[src/rtl/mips_pkg.sv]
`default_nettype none
// +----------------------------------------------------------------------+
// | mips_pkg : shared encodings for the MIPS fetch front end              |
// | rev 1.0                                                               |
// +----------------------------------------------------------------------+
package mips_pkg;

  localparam logic [1:0] NPC_SEQ    = 2'd0;
  localparam logic [1:0] NPC_BRANCH = 2'd1;
  localparam logic [1:0] NPC_JUMP   = 2'd2;
  localparam logic [1:0] NPC_JR     = 2'd3;

  localparam logic [31:0] DEFAULT_RESET_PC = 32'h0000_3000;

  localparam logic [1:0] ST_IDLE  = 2'd0;
  localparam logic [1:0] ST_FETCH = 2'd1;
  localparam logic [1:0] ST_WAIT  = 2'd2;
  localparam logic [1:0] ST_HOLD  = 2'd3;

endpackage
`default_nettype wire

[src/rtl/ifu_if.sv]
`default_nettype none
// +----------------------------------------------------------------------+
// | ifu_if : imem request/response and core-side instruction handshake   |
// | rev 1.0                                                               |
// +----------------------------------------------------------------------+
interface ifu_if;
  logic        imem_req;
  logic [31:0] imem_addr;
  logic        imem_gnt;
  logic        imem_rvalid;
  logic [31:0] imem_rdata;
  logic [31:0] instr;
  logic [31:0] instr_pc;
  logic        instr_valid;
  logic        instr_ready;
  logic [1:0]  npc_op;
  logic        br_taken;
  logic [15:0] imm16;
  logic [25:0] imm26;
  logic [31:0] rs_data;
  logic        addr_err;

  modport master (
    output imem_req, imem_addr, instr, instr_pc, instr_valid, addr_err,
    input  imem_gnt, imem_rvalid, imem_rdata, instr_ready,
    input  npc_op, br_taken, imm16, imm26, rs_data
  );

  modport slave (
    input  imem_req, imem_addr, instr, instr_pc, instr_valid, addr_err,
    output imem_gnt, imem_rvalid, imem_rdata, instr_ready,
    output npc_op, br_taken, imm16, imm26, rs_data
  );
endinterface
`default_nettype wire

[src/rtl/ifu_npc.sv]
`default_nettype none
// +----------------------------------------------------------------------+
// | npc : combinational next-PC select (seq / beq / j / jr)              |
// | rev 1.0                                                               |
// +----------------------------------------------------------------------+
module npc
  import mips_pkg::*;
(
  input  logic [31:0] pc,
  input  logic [1:0]  npc_op,
  input  logic        br_taken,
  input  logic [15:0] imm16,
  input  logic [25:0] imm26,
  input  logic [31:0] rs_data,
  output logic [31:0] npc,
  output logic        misalign
);

  logic [31:0] p4;
  logic [31:0] br_off;

  assign p4     = pc + 32'd4;
  assign br_off = {{14{imm16[15]}}, imm16, 2'b00};

  always_comb begin
    npc = p4;
    case (npc_op)
      NPC_SEQ:    npc = p4;
      NPC_BRANCH: npc = br_taken ? (p4 + br_off) : p4;
      NPC_JUMP:   npc = {p4[31:28], imm26, 2'b00};
      default:    npc = {rs_data[31:2], 2'b00};
    endcase
  end

  // jr target low bits are dropped; flag it so the core can trap
  assign misalign = (npc_op == NPC_JR) && (rs_data[1:0] != 2'b00);

endmodule
`default_nettype wire

[src/rtl/ifu.sv]
`default_nettype none
// +----------------------------------------------------------------------+
// | ifu : PC register, imem fetch FSM and single-entry instruction hold  |
// | rev 1.0                                                               |
// +----------------------------------------------------------------------+
module ifu
  import mips_pkg::*;
#(
  parameter logic [31:0] RESET_PC = DEFAULT_RESET_PC,
  parameter int          CNT_W    = 32
) (
  input  logic             clk,
  input  logic             rst,
  ifu_if.master            bus,
  output logic [CNT_W-1:0] fetch_cnt
);

  logic [1:0]       state_q,    state_d;
  logic [31:0]      pc_q,       pc_d;
  logic [31:0]      instr_q,    instr_d;
  logic [31:0]      instr_pc_q, instr_pc_d;
  logic [CNT_W-1:0] cnt_q,      cnt_d;
  logic             addr_err_q, addr_err_d;
  logic [31:0]      npc_val;
  logic             npc_misalign;

  npc u_npc (
    .pc       (pc_q),
    .npc_op   (bus.npc_op),
    .br_taken (bus.br_taken),
    .imm16    (bus.imm16),
    .imm26    (bus.imm26),
    .rs_data  (bus.rs_data),
    .npc      (npc_val),
    .misalign (npc_misalign)
  );

  always_comb begin
    state_d    = state_q;
    pc_d       = pc_q;
    instr_d    = instr_q;
    instr_pc_d = instr_pc_q;
    cnt_d      = cnt_q;
    addr_err_d = 1'b0;
    case (state_q)
      ST_IDLE:  state_d = ST_FETCH;
      ST_FETCH: if (bus.imem_gnt) state_d = ST_WAIT;
      // only WAIT listens to rvalid, so grant-cycle and stray responses are dropped
      ST_WAIT: begin
        if (bus.imem_rvalid) begin
          instr_d    = bus.imem_rdata;
          instr_pc_d = pc_q;
          state_d    = ST_HOLD;
        end
      end
      ST_HOLD: begin
        if (bus.instr_ready) begin
          pc_d       = npc_val;
          cnt_d      = cnt_q + CNT_W'(1);
          addr_err_d = npc_misalign;
          state_d    = ST_FETCH;
        end
      end
      default:  state_d = ST_IDLE;
    endcase
  end

  always_ff @(posedge clk or posedge rst) begin
    if (rst) begin
      state_q    <= ST_IDLE;
      pc_q       <= RESET_PC;
      instr_q    <= '0;
      instr_pc_q <= '0;
      cnt_q      <= '0;
      addr_err_q <= 1'b0;
    end else begin
      state_q    <= state_d;
      pc_q       <= pc_d;
      instr_q    <= instr_d;
      instr_pc_q <= instr_pc_d;
      cnt_q      <= cnt_d;
      addr_err_q <= addr_err_d;
    end
  end

  assign bus.imem_req    = (state_q == ST_FETCH);
  assign bus.imem_addr   = pc_q;
  assign bus.instr       = instr_q;
  assign bus.instr_pc    = instr_pc_q;
  assign bus.instr_valid = (state_q == ST_HOLD);
  assign bus.addr_err    = addr_err_q;
  assign fetch_cnt       = cnt_q;

endmodule
`default_nettype wire

[src/flat_wrapper.sv]
// flat-port wrapper written by rule: the top's interface ports become plain ports
module ifu_flat import mips_pkg::*;
#(
  parameter logic [31:0] RESET_PC = DEFAULT_RESET_PC,
  parameter int          CNT_W    = 32
)
  (clk, rst, fetch_cnt, bus_imem_req, bus_imem_addr, bus_instr, bus_instr_pc, bus_instr_valid, bus_addr_err, bus_imem_gnt, bus_imem_rvalid, bus_imem_rdata, bus_instr_ready, bus_npc_op, bus_br_taken, bus_imm16, bus_imm26, bus_rs_data);
  ifu_if bus_i ();
  input  logic clk;
  input  logic rst;
  output logic [CNT_W-1:0] fetch_cnt;
  output wire logic [$bits(bus_i.imem_req)-1:0] bus_imem_req;
  output wire logic [$bits(bus_i.imem_addr)-1:0] bus_imem_addr;
  output wire logic [$bits(bus_i.instr)-1:0] bus_instr;
  output wire logic [$bits(bus_i.instr_pc)-1:0] bus_instr_pc;
  output wire logic [$bits(bus_i.instr_valid)-1:0] bus_instr_valid;
  output wire logic [$bits(bus_i.addr_err)-1:0] bus_addr_err;
  input wire logic [$bits(bus_i.imem_gnt)-1:0] bus_imem_gnt;
  input wire logic [$bits(bus_i.imem_rvalid)-1:0] bus_imem_rvalid;
  input wire logic [$bits(bus_i.imem_rdata)-1:0] bus_imem_rdata;
  input wire logic [$bits(bus_i.instr_ready)-1:0] bus_instr_ready;
  input wire logic [$bits(bus_i.npc_op)-1:0] bus_npc_op;
  input wire logic [$bits(bus_i.br_taken)-1:0] bus_br_taken;
  input wire logic [$bits(bus_i.imm16)-1:0] bus_imm16;
  input wire logic [$bits(bus_i.imm26)-1:0] bus_imm26;
  input wire logic [$bits(bus_i.rs_data)-1:0] bus_rs_data;
  assign bus_imem_req = bus_i.imem_req;
  assign bus_imem_addr = bus_i.imem_addr;
  assign bus_instr = bus_i.instr;
  assign bus_instr_pc = bus_i.instr_pc;
  assign bus_instr_valid = bus_i.instr_valid;
  assign bus_addr_err = bus_i.addr_err;
  assign bus_i.imem_gnt = bus_imem_gnt;
  assign bus_i.imem_rvalid = bus_imem_rvalid;
  assign bus_i.imem_rdata = bus_imem_rdata;
  assign bus_i.instr_ready = bus_instr_ready;
  assign bus_i.npc_op = bus_npc_op;
  assign bus_i.br_taken = bus_br_taken;
  assign bus_i.imm16 = bus_imm16;
  assign bus_i.imm26 = bus_imm26;
  assign bus_i.rs_data = bus_rs_data;
  ifu #(.RESET_PC(RESET_PC), .CNT_W(CNT_W)) u_core (.clk(clk), .rst(rst), .bus(bus_i), .fetch_cnt(fetch_cnt));
endmodule
[config.mk]
export PLATFORM = sky130hd
export DESIGN_NAME = ifu_flat
export DESIGN_NICKNAME = d
export VERILOG_FILES = /design/src/rtl/mips_pkg.sv /design/src/rtl/ifu_if.sv /design/src/rtl/ifu_npc.sv /design/src/rtl/ifu.sv /design/src/flat_wrapper.sv
export SDC_FILE = /design/constraint.sdc
export NUM_CORES = 1
export LEC_CHECK = 0
export CORE_MARGIN = 2
export CORE_UTILIZATION = 44
export DETAILED_ROUTE_END_ITERATION = 6
export PLACE_DENSITY = 0.88
export SLEW_MARGIN = 15
export SYNTH_ARGS = -nofsm -noshare
export SYNTH_HDL_FRONTEND = slang
export SYNTH_SLANG_ARGS = --single-unit
[constraint.sdc]
create_clock -name clk -period 4.2 [get_ports clk]
set_input_delay 0.84 -clock clk [delete_from_list [all_inputs] [get_ports clk]]
set_output_delay 0.84 -clock clk [all_outputs]
set_load 0.005 [all_outputs]
==> metrics.txt, run 1 <==
CTS tree=yes; setup repair bufs after CTS=0; MaxCap Viol Count=0; clock share of power=19.3%; count of placed standard cells including taps=1305; clock-pin slew of the registers on the worst-case setup and hold paths=60 ps; met2 usage=45.2%; post-detailed-route DRC marker count=0; number of synthesized flops with an enable pin=0; share of synthesized cell area in and, or, nand and nor gates=17.2%; capturing element type of the critical path=register; Routability Congestion=0.918; Iteration-0 DRC Markers=517; share of cell area taken by muxes after synthesis=12.0%; Overall Power=7.36 mW; post-synthesis share of cell area spent on full adders, half adders and majority gates=6.55%; critical path class=reg -> reg; horizontal extent of the die=140 um; netlist area before placement=8140 um^2; initial core utilization=45.1%; async set-or-reset flop fraction in the synthesized netlist=100%; number of port buffers=240; net count of the finished layout=1251; combinational power share=51.1%; final number of hold-violating endpoints=0; synthesis-to-finish area growth=40.2%; Resized Gates After CTS=0; switching power=2.82 mW; power density cells=645 nW/um^2; average via count per standard cell=5.70; met3 usage in global routing=5.91%; count of mapped cells out of synthesis=855; endpoint arrival time on the critical path=4050 ps; Distinct cells, synth=69; post-route clock period utilization=89.7%; switching part of the total power=38.4%; launching element type of the critical path=register; clock buffers created by TritonCTS=17; internal power=4.53 mW; Congestion Overflow GR=0; total via count in the routed design=7615; worst min-delay path class=reg -> reg; status=completed; sequential cell fraction of total power=29.6%; required time reported for the critical path endpoint=4480 ps; # diodes=0; DR WL/cell=18.9 um; Seq cells post-synth=127; via count of the first global-routing pass=7593; total routing usage reported by global routing=25.7%; clock insertion delay at the later pin of the skew report=410 ps; Layout Cells excl Fill=1337; wire length after detailed routing=25.2 mm; transition at the pin with the smallest max-transition slack=1040 ps; yosys warns=0; mean post-synth cell area=9.51 um^2; final worst path period need=3770 ps; buffer depth of the longest clock path=2; max-slew violations=0; worst clock skew=7.48 ps; routing layer with the top usage in global route=met2; CP max FO=7; leading register cell type out of synthesis=dfrtp_1; die outline area=19600 um^2; core region area=18000 um^2; first-pass GRT wire length=40.2 mm; fraction of final layout cells sized beyond drive strength 1=12.2%; Seq/Total Area, Yosys=39.1%; main combinational cell family by area after synthesis=simple AND/OR/NAND/NOR gates; LEAKAGE=4.85 nW; Max IR drop VDD=0.000418 V; I/O pin cnt=245; Die H=140 um; GRT met1 Usage=31.4%; pin count of the biggest net entering global routing=56; number of buffers inserted for hold repair after clock tree synthesis=0; unrepaired setup endpoints after global routing=false; tightest slew margin relative to the limit=30.3%; first-pass iteration count of the detailed router=6; dpl hpwl=19.4 mm; Num Clock Sinks=127; post-synthesis compound-gate area fraction=14.1%; number of antenna violations at the first check in global routing=0; antenna-violating nets left=0; xor and xnor area share after synthesis=8.17%; final setup TNS=0 ps; cell at the root of the clock tree=clkbuf_16; Clock H-tree levels=4; number of setup violations in the final report=0; cell row count=49; FMAX=266 MHz
-- synthesized netlist by cell type (5+ instances only) --
library cell	instances	area [um^2]
and2_1	9	56.3
a21o_1	8	60.1
nand3_1	29	145
nand4_1	18	113
xnor2_1	53	464
and3_1	16	100
a21oi_1	50	250
o21ai_1	5	25.0
ha_1	41	513
inv_1	22	82.6
a31oi_1	6	37.5
o211ai_1	6	45.0
nor2_1	57	214
dfrtp_1	125	3130
nor3_1	16	80.1
nand2_1	92	345
o21bai_1	6	45.0
a211oi_1	7	52.6
mux2_2	68	766
clkbuf_1	26	97.6
xor2_1	21	184
mux2i_1	21	210
o21ai_0	55	275
o21a_1	8	60.1
nor2b_1	6	37.5
nor4_1	5	31.3
-- routing by layer --
metal	part of all wire, %	wire [um]	up-vias
met5	0	0	-
met2	50	12700	398
li1	-	-	3556
met4	2.6	648	0
met1	39	9780	3611
met3	8.3	2080	50
-- cells in the final DEF, fill, tap and decap left out, types with 29 or more instances in the layout --
cell,synthesis,final
a21oi_1,50,50
nand3_1,29,29
nand2_1,92,91
ha_1,41,41
dfrtp_1,125,125
mux2_2,68,68
o21ai_0,55,55
xnor2_1,53,53
nor2_1,57,57
clkdlybuf4s50_1,0,240
-- logic make-up (layout without fill, tap and decap cells) --
logic type               Yosys count  after routing
XOR/XNOR                          75             75
flip-flops                       127            127
AND/OR/NAND/NOR                  278            278
adder cells (fa/ha/maj)           42             42
multiplexers                      89             89
AO/OA/AOI/OAI                    185            185
other                              1              4
buffers and inverters             58            308
-- power groups by stage --
stage | combinational (mW) | clock (mW) | sequential (mW)
after detailed placement | 3.73 | 0 | 2.18
final | 3.76 | 1.42 | 2.18
after floorplan | 2.07 | 0 | 2.10
after CTS | 3.76 | 1.44 | 2.17
after global routing | 4.09 | 1.49 | 2.24
after global placement | 3.68 | 0 | 2.14
-- metrics by stage --
| stage | instance area, um^2 | worst slack, ps | hold slack (ps) | utilization [%] |
|---|---|---|---|---|
| 6_report | 11400 | 434 | 479 | 63.3 |
| 5_1_grt | 11400 | 112 | 503 | 63.3 |
| 4_1_cts | 11400 | 369 | 487 | 63.3 |
| 3_5_place_dp | 10800 | 447 | 471 | 60.1 |
| 3_3_place_gp | 10800 | 482 | 466 | 60.1 |
| 2_1_floorplan | 8150 | 1010 | 468 | - |
-- area by class of cell --
cell class | instances | area, um^2
fill | 1518 | 6620
clock inverter | 14 | 134
multi-input combinational | 673 | 4740
sequential | 127 | 3180
tap | 229 | 287
inverter | 22 | 86.3
timing repair buffer | 254 | 2540
clock buffer | 18 | 439
-- sequential cells by signal, indices dropped and copies added (netlist names) --
name,flops
u_core.bus.addr_err,1
u_core.bus.instr,32
u_core.bus.imem_addr,30
u_core.fetch_cnt,32
u_core.bus.instr_pc,30
u_core.state_q,2
-- critical path, stage by stage, from the launching register on --
cell and delay (ps):
dfrtp_1 470, ha_1 290, nand4_1 200, nor3_2 250, nand3_1 130, xnor2_1 200, ha_1 400, nand2_1 100
nor3_1 260, nor4b_2 240, buf_4 170, nor4_1 60, o31ai_1 470, nor4b_2 310, nor3_1 80
-- path summary, 6_finish.rpt --
| check | slack, ps | start | cells past startpoint | to |
|---|---|---|---|---|
| worst max-delay path | 430 | u_core.bus.imem_addr[3]$_DFFE_PP0P_ | 14 | u_core.bus.imem_addr[29]$_DFFE_PP0P_ |
| worst min-delay path | 480 | u_core.bus.instr_pc[2]$_DFFE_PP0P_ | 2 | u_core.bus.instr_pc[2]$_DFFE_PP0P_ |
| worst max register to register | 430 | u_core.bus.imem_addr[3]$_DFFE_PP0P_ | 14 | u_core.bus.imem_addr[29]$_DFFE_PP0P_ |
| worst min register to register | 480 | u_core.bus.instr_pc[2]$_DFFE_PP0P_ | 2 | u_core.bus.instr_pc[2]$_DFFE_PP0P_ |
| max in group asynchronous | 2530 | rst | 3 | u_core.bus.imem_addr[12]$_DFFE_PP1P_ |
| min in group asynchronous | 940 | rst | 2 | u_core.fetch_cnt[13]$_DFFE_PP0P_ |
Note: power is estimated with default switching activity, not from simulation.
==> run 2, diff against run 1 <==
--- a/config.mk
+++ b/config.mk
@@ -8,7 +8,8 @@
 export CORE_MARGIN = 2
 export CORE_UTILIZATION = 44
 export DETAILED_ROUTE_END_ITERATION = 6
-export PLACE_DENSITY = 0.88
+export PLACE_DENSITY = 0.79
+export REMOVE_ABC_BUFFERS = 1
 export SLEW_MARGIN = 15
 export SYNTH_ARGS = -nofsm -noshare
 export SYNTH_HDL_FRONTEND = slang
==> run 2 against run 1 <==
Net effect: combinational power grew 1%; flip-flop and latch count is the same; critical path type unchanged; clock-buffer cell count is the same; largest cell class unchanged; sequential share of layout area is essentially flat; register-to-register slack lost 80 ps; global-route usage shrank 0.89 points.
==> metrics.txt, run 2 (same netlist as run 1, synthesis figures left out) <==
status=completed; CP max FO=7; post-detailed-route DRC marker count=0; number of port buffers=240; tightest slew margin relative to the limit=43.0%; MaxCap Viol Count=0; sequential cell fraction of total power=28.8%; Cell Chain, Critical Path=ha_1 -> nand4_1 -> nor3_2 -> nand3_1 -> xnor2_1 -> ha_1 -> nand2_1 -> nor3_1 -> nor4b_4 -> nor4_1 -> o31ai_1 -> nor4b_2 -> nor3_1; horizontal extent of the die=140 um; FMAX=260 MHz; synthesis-to-finish area growth=40.3%; total via count in the routed design=7459; Max IR drop VDD=0.000352 V; number of buffers inserted for hold repair after clock tree synthesis=0; final worst path period need=3850 ps; capturing element type of the critical path=register; launching element type of the critical path=register; Iteration-0 DRC Markers=584; die outline area=19600 um^2; initial core utilization=45.1%; internal power=4.59 mW; # diodes=0; pin count of the biggest net entering global routing=70; first-pass GRT wire length=38.7 mm; clock-pin slew of the registers on the worst-case setup and hold paths=60 ps; Overall Power=7.36 mW; first-pass iteration count of the detailed router=5; fraction of final layout cells sized beyond drive strength 1=12.4%; antenna-violating nets left=0; Die H=140 um; average via count per standard cell=5.57; DR WL/cell=18.2 um; critical path class=reg -> reg; clock insertion delay at the later pin of the skew report=420 ps; I/O pin cnt=245; Critical-path top delay cell=dfrtp_1; post-route clock period utilization=91.5%; cell at the root of the clock tree=clkbuf_16; clock share of power=19.5%; switching part of the total power=37.6%; highest-count cells in the layout ignoring fill and taps=clkdlybuf4s50_1 (239), dfrtp_1 (125), nand2_1 (91); number of setup violations in the final report=0; CTS tree=yes; total routing usage reported by global routing=24.8%; buffer depth of the longest clock path=2; Routability Congestion=0.915; LEAKAGE=4.88 nW; Layout Cells excl Fill=1338; Congestion Overflow GR=0; Num Clock Sinks=127; net count of the finished layout=1252; wire length after detailed routing=24.3 mm; power density cells=645 nW/um^2; worst clock skew=8.25 ps; Crit path largest cell delay=440 ps; most common library cell in the layout ignoring fill and taps=clkdlybuf4s50_1; dpl hpwl=18.8 mm; final number of hold-violating endpoints=0; unrepaired setup endpoints after global routing=false; cell row count=49; Clock H-tree levels=4; core region area=18000 um^2; endpoint arrival time on the critical path=4140 ps; required time reported for the critical path endpoint=4490 ps; switching power=2.77 mW; clock buffers created by TritonCTS=17; combinational power share=51.7%; worst min-delay path class=reg -> reg; transition at the pin with the smallest max-transition slack=854 ps; max-slew violations=0; count of placed standard cells including taps=1306; via count of the first global-routing pass=7127; number of antenna violations at the first check in global routing=0
==> run 2: changes by cell type in the layout (fill, tap and decap cells not counted), sizes merged <==
cell,delta
inv,-2
clkinv,+4
bufinv,+1
clkinvlp,-3
buf,+2
clkdlybuf4s50,-1
==> run 2: stage by stage <==
| stage | hold WS [ps] | util [%] | setup slack (ps) | area [um^2] | TNS [ps] |
|---|---|---|---|---|---|
| 2_1_floorplan | 468 | - | -21.0 | 7990 | -2620 |
| 3_3_place_gp | 461 | 60.0 | 379 | 10800 | 0 |
| 3_5_place_dp | 477 | 60.0 | 295 | 10800 | 0 |
| 4_1_cts | 484 | 63.3 | 243 | 11400 | 0 |
| 5_1_grt | 498 | 63.3 | 166 | 11400 | 0 |
| 6_report | 481 | 63.3 | 355 | 11400 | 0 |
==> run 2: power groups by stage <==
stage               combinational [mW]  sequential (mW)  clock, mW
floorplan                         2.04             2.10          0
global placement                  3.73             2.10          0
detailed placement                3.76             2.13          0
CTS                               3.79             2.11       1.46
global route                      4.13             2.19       1.51
finish                            3.81             2.12       1.44
==> run 2: critical path, delay by kind of cell (launching register included) <==
kind            cells  cell delay [ps]
compound gates      1              420
xor+xnor            1              380
fa+ha+maj           2              560
flops               1              440
simple gates        9             1910
==> run 2: routing by layer <==
metal  GRT usage (%)  up-vias  wire length [um]
li1                -     3556                 -
met1            33.6     3585             10500
met2            41.2      280             11900
met3            4.44       38              1390
met4            6.84        0               489
met5               0        -                 0
==> run 2: what timing repair did <==
item                       in CTS  in global routing
hold endpoints to repair        0                  0
setup buffers                   0                  0
setup endpoints to repair       0                  1
gates resized for setup         0                  2
==> run 2: path summary, 6_finish.rpt <==
path / from / end / slack (ps) / cells past startpoint
worst max-delay path: u_core.bus.imem_addr[3]$_DFFE_PP0P_ / u_core.bus.imem_addr[29]$_DFFE_PP0P_ / 350 / 13
worst min-delay path: u_core.bus.instr_pc[11]$_DFFE_PP0P_ / u_core.bus.instr_pc[11]$_DFFE_PP0P_ / 480 / 2
worst max register to register: u_core.bus.imem_addr[3]$_DFFE_PP0P_ / u_core.bus.imem_addr[29]$_DFFE_PP0P_ / 350 / 13
worst min register to register: u_core.bus.instr_pc[11]$_DFFE_PP0P_ / u_core.bus.instr_pc[11]$_DFFE_PP0P_ / 480 / 2
max in group asynchronous: rst / u_core.bus.imem_addr[13]$_DFFE_PP1P_ / 2370 / 3
min in group asynchronous: rst / u_core.bus.instr[17]$_DFFE_PP0P_ / 930 / 2
==> run 2: area by class of cell <==
type / count / area, um^2
clock buffers: 18 / 439
clock inverters: 14 / 143
fillers: 1514 / 6610
inverters: 22 / 85.1
multi-input cells: 673 / 4750
flip-flops and latches: 127 / 3180
well taps: 229 / 287
repair buffers: 255 / 2530
==> run 3, diff against run 2 <==
--- a/config.mk
+++ b/config.mk
@@ -7,7 +7,9 @@
 export LEC_CHECK = 0
 export CORE_MARGIN = 2
 export CORE_UTILIZATION = 44
+export CTS_CLUSTER_DIAMETER = 100
 export DETAILED_ROUTE_END_ITERATION = 6
+export GPL_TIMING_DRIVEN = 0
 export PLACE_DENSITY = 0.79
 export REMOVE_ABC_BUFFERS = 1
 export SLEW_MARGIN = 15
==> run 3 against run 2 <==
Net effect: die area unchanged; register-to-register slack worse by 130 ps; global-route usage down 0.41 points; clock power up 11%; critical path depth up 1; sequential share of layout area down 0.058 points; maximum frequency down 3.2%; worst hold slack worse by 5.4 ps; non-clock buffer count down 11; largest cell class unchanged.
==> metrics.txt, run 3 (same netlist as run 1, synthesis figures left out) <==
number of setup violations in the final report=0; capturing element type of the critical path=register; total of fill cells in the finished design=1507; antenna-violating nets left=0; count of placed standard cells including taps=1295; clock-pin slew of the registers on the worst-case setup and hold paths=60 ps; post-detailed-route DRC marker count=0; Clock H-tree levels=4; Die H=140 um; number of buffers inserted for hold repair after clock tree synthesis=0; end-of-flow core utilization=63.5%; Congestion Overflow GR=0; CTS tree=yes; total routing usage reported by global routing=24.4%; launching element type of the critical path=register; DR WL/cell=18.2 um; via count of the first global-routing pass=7005; required time reported for the critical path endpoint=4490 ps; FMAX=252 MHz; dpl hpwl=18.1 mm; buffer depth of the longest clock path=2; horizontal extent of the die=140 um; core region area=18000 um^2; synthesis-to-finish area growth=40.6%; Iteration-0 DRC Markers=423; average via count per standard cell=5.54; critical path class=reg -> reg; die outline area=19600 um^2; most common library cell in the layout ignoring fill and taps=clkdlybuf4s50_1; clock insertion delay at the later pin of the skew report=420 ps; post-route clock period utilization=94.6%; worst min-delay path class=reg -> reg; power density cells=654 nW/um^2; I/O pin cnt=245; number of antenna violations at the first check in global routing=0; Num Clock Sinks=127; cell at the root of the clock tree=clkbuf_16; setup repair bufs after CTS=0; Routability Congestion=0.929; Max IR drop VDD=0.000386 V; max-slew violations=0; total area of multi-input combinational cells=4760 um^2; tightest slew margin relative to the limit=28.1%; status=completed; first-pass GRT wire length=38.3 mm; net count of the finished layout=1241; endpoint arrival time on the critical path=4270 ps; # diodes=0; number of port buffers=240; initial core utilization=45.1%; worst clock skew=12.2 ps; wire length after detailed routing=24.1 mm; clock buffers created by TritonCTS=17; transition at the pin with the smallest max-transition slack=1080 ps; pin count of the biggest net entering global routing=69; first-pass iteration count of the detailed router=5; final setup TNS=0 ps; CP max FO=7; Layout Cells excl Fill=1327; MaxCap Viol Count=0; unrepaired setup endpoints after global routing=false; total via count in the routed design=7347; worst hold slack after final layout=476 ps; sequential cell area=3180 um^2; fraction of final layout cells sized beyond drive strength 1=11.7%; highest-count cells in the layout ignoring fill and taps=clkdlybuf4s50_1 (238), dfrtp_1 (125), nand2_1 (90); final worst path period need=3970 ps; cell row count=49; Overall Power=7.48 mW; final number of hold-violating endpoints=0; LEAKAGE=4.88 nW
==> run 3: metrics by stage <==
| step | worst slack [ps] | instance area, um^2 |
|---|---|---|
| after floorplan | -21.0 | 7990 |
| after global placement | -1960 | 10700 |
| after detailed placement | 28.2 | 10800 |
| after CTS | 96.4 | 11400 |
| after global routing | 36.3 | 11400 |
| final | 228 | 11400 |
==> run 3: final cells by class <==
type	instances	area share (%)
well taps	229	2.50
clock buffers	18	3.75
inverters	22	0.766
flip-flops and latches	127	27.8
clock inverters	14	1.77
repair buffers	244	21.7
multi-input cells	673	41.7
==> run 3: routing by layer <==
layer / vias up / track usage [%] / part of all wire [%]
met5: - / 0 / 0
met3: 36 / 3.73 / 5.4
met4: 0 / 8.21 / 2.4
met1: 3512 / 33.4 / 44
li1: 3535 / - / -
met2: 264 / 39.9 / 49
==> run 3: worst paths after layout <==
kind	start	end	slack, ps	depth (start not counted)
hold reg to reg	u_core.fetch_cnt[31]$_DFFE_PP0P_	u_core.fetch_cnt[31]$_DFFE_PP0P_	480	1
min in group asynchronous	rst	u_core.bus.instr[0]$_DFFE_PP0P_	880	2
max in group asynchronous	rst	u_core.bus.imem_addr[13]$_DFFE_PP1P_	2540	3
hold / removal	u_core.fetch_cnt[31]$_DFFE_PP0P_	u_core.fetch_cnt[31]$_DFFE_PP0P_	480	1
setup reg to reg	u_core.bus.imem_addr[2]$_DFFE_PP0P_	u_core.bus.imem_addr[27]$_DFFE_PP0P_	230	14
setup / recovery	u_core.bus.imem_addr[2]$_DFFE_PP0P_	u_core.bus.imem_addr[27]$_DFFE_PP0P_	230	14
==> run 3: repair_timing <==
action,in CTS,in global routing
gates cloned,0,0
gates resized for setup,1,3
setup endpoints to repair,1,3
==> run 3: worst max-delay path: stages, from the launching register on <==
cell     delay [ps]
dfrtp_1         480
ha_1            280
nand4_1         300
nor3_2          330
nand3_1         130
xnor2_1         370
ha_1            350
a21oi_1         200
o21ai_0         100
a31oi_1         180
nor2_1          120
or4_1           550
a21o_1          190
nand3_1         140
a21oi_1          90
==> run 3: report_power, final <==
group          internal (mW)  switching (mW)
Sequential              1.69           0.466
Combinational           2.00            1.72
Clock                   1.01           0.590
Total                   4.70            2.78
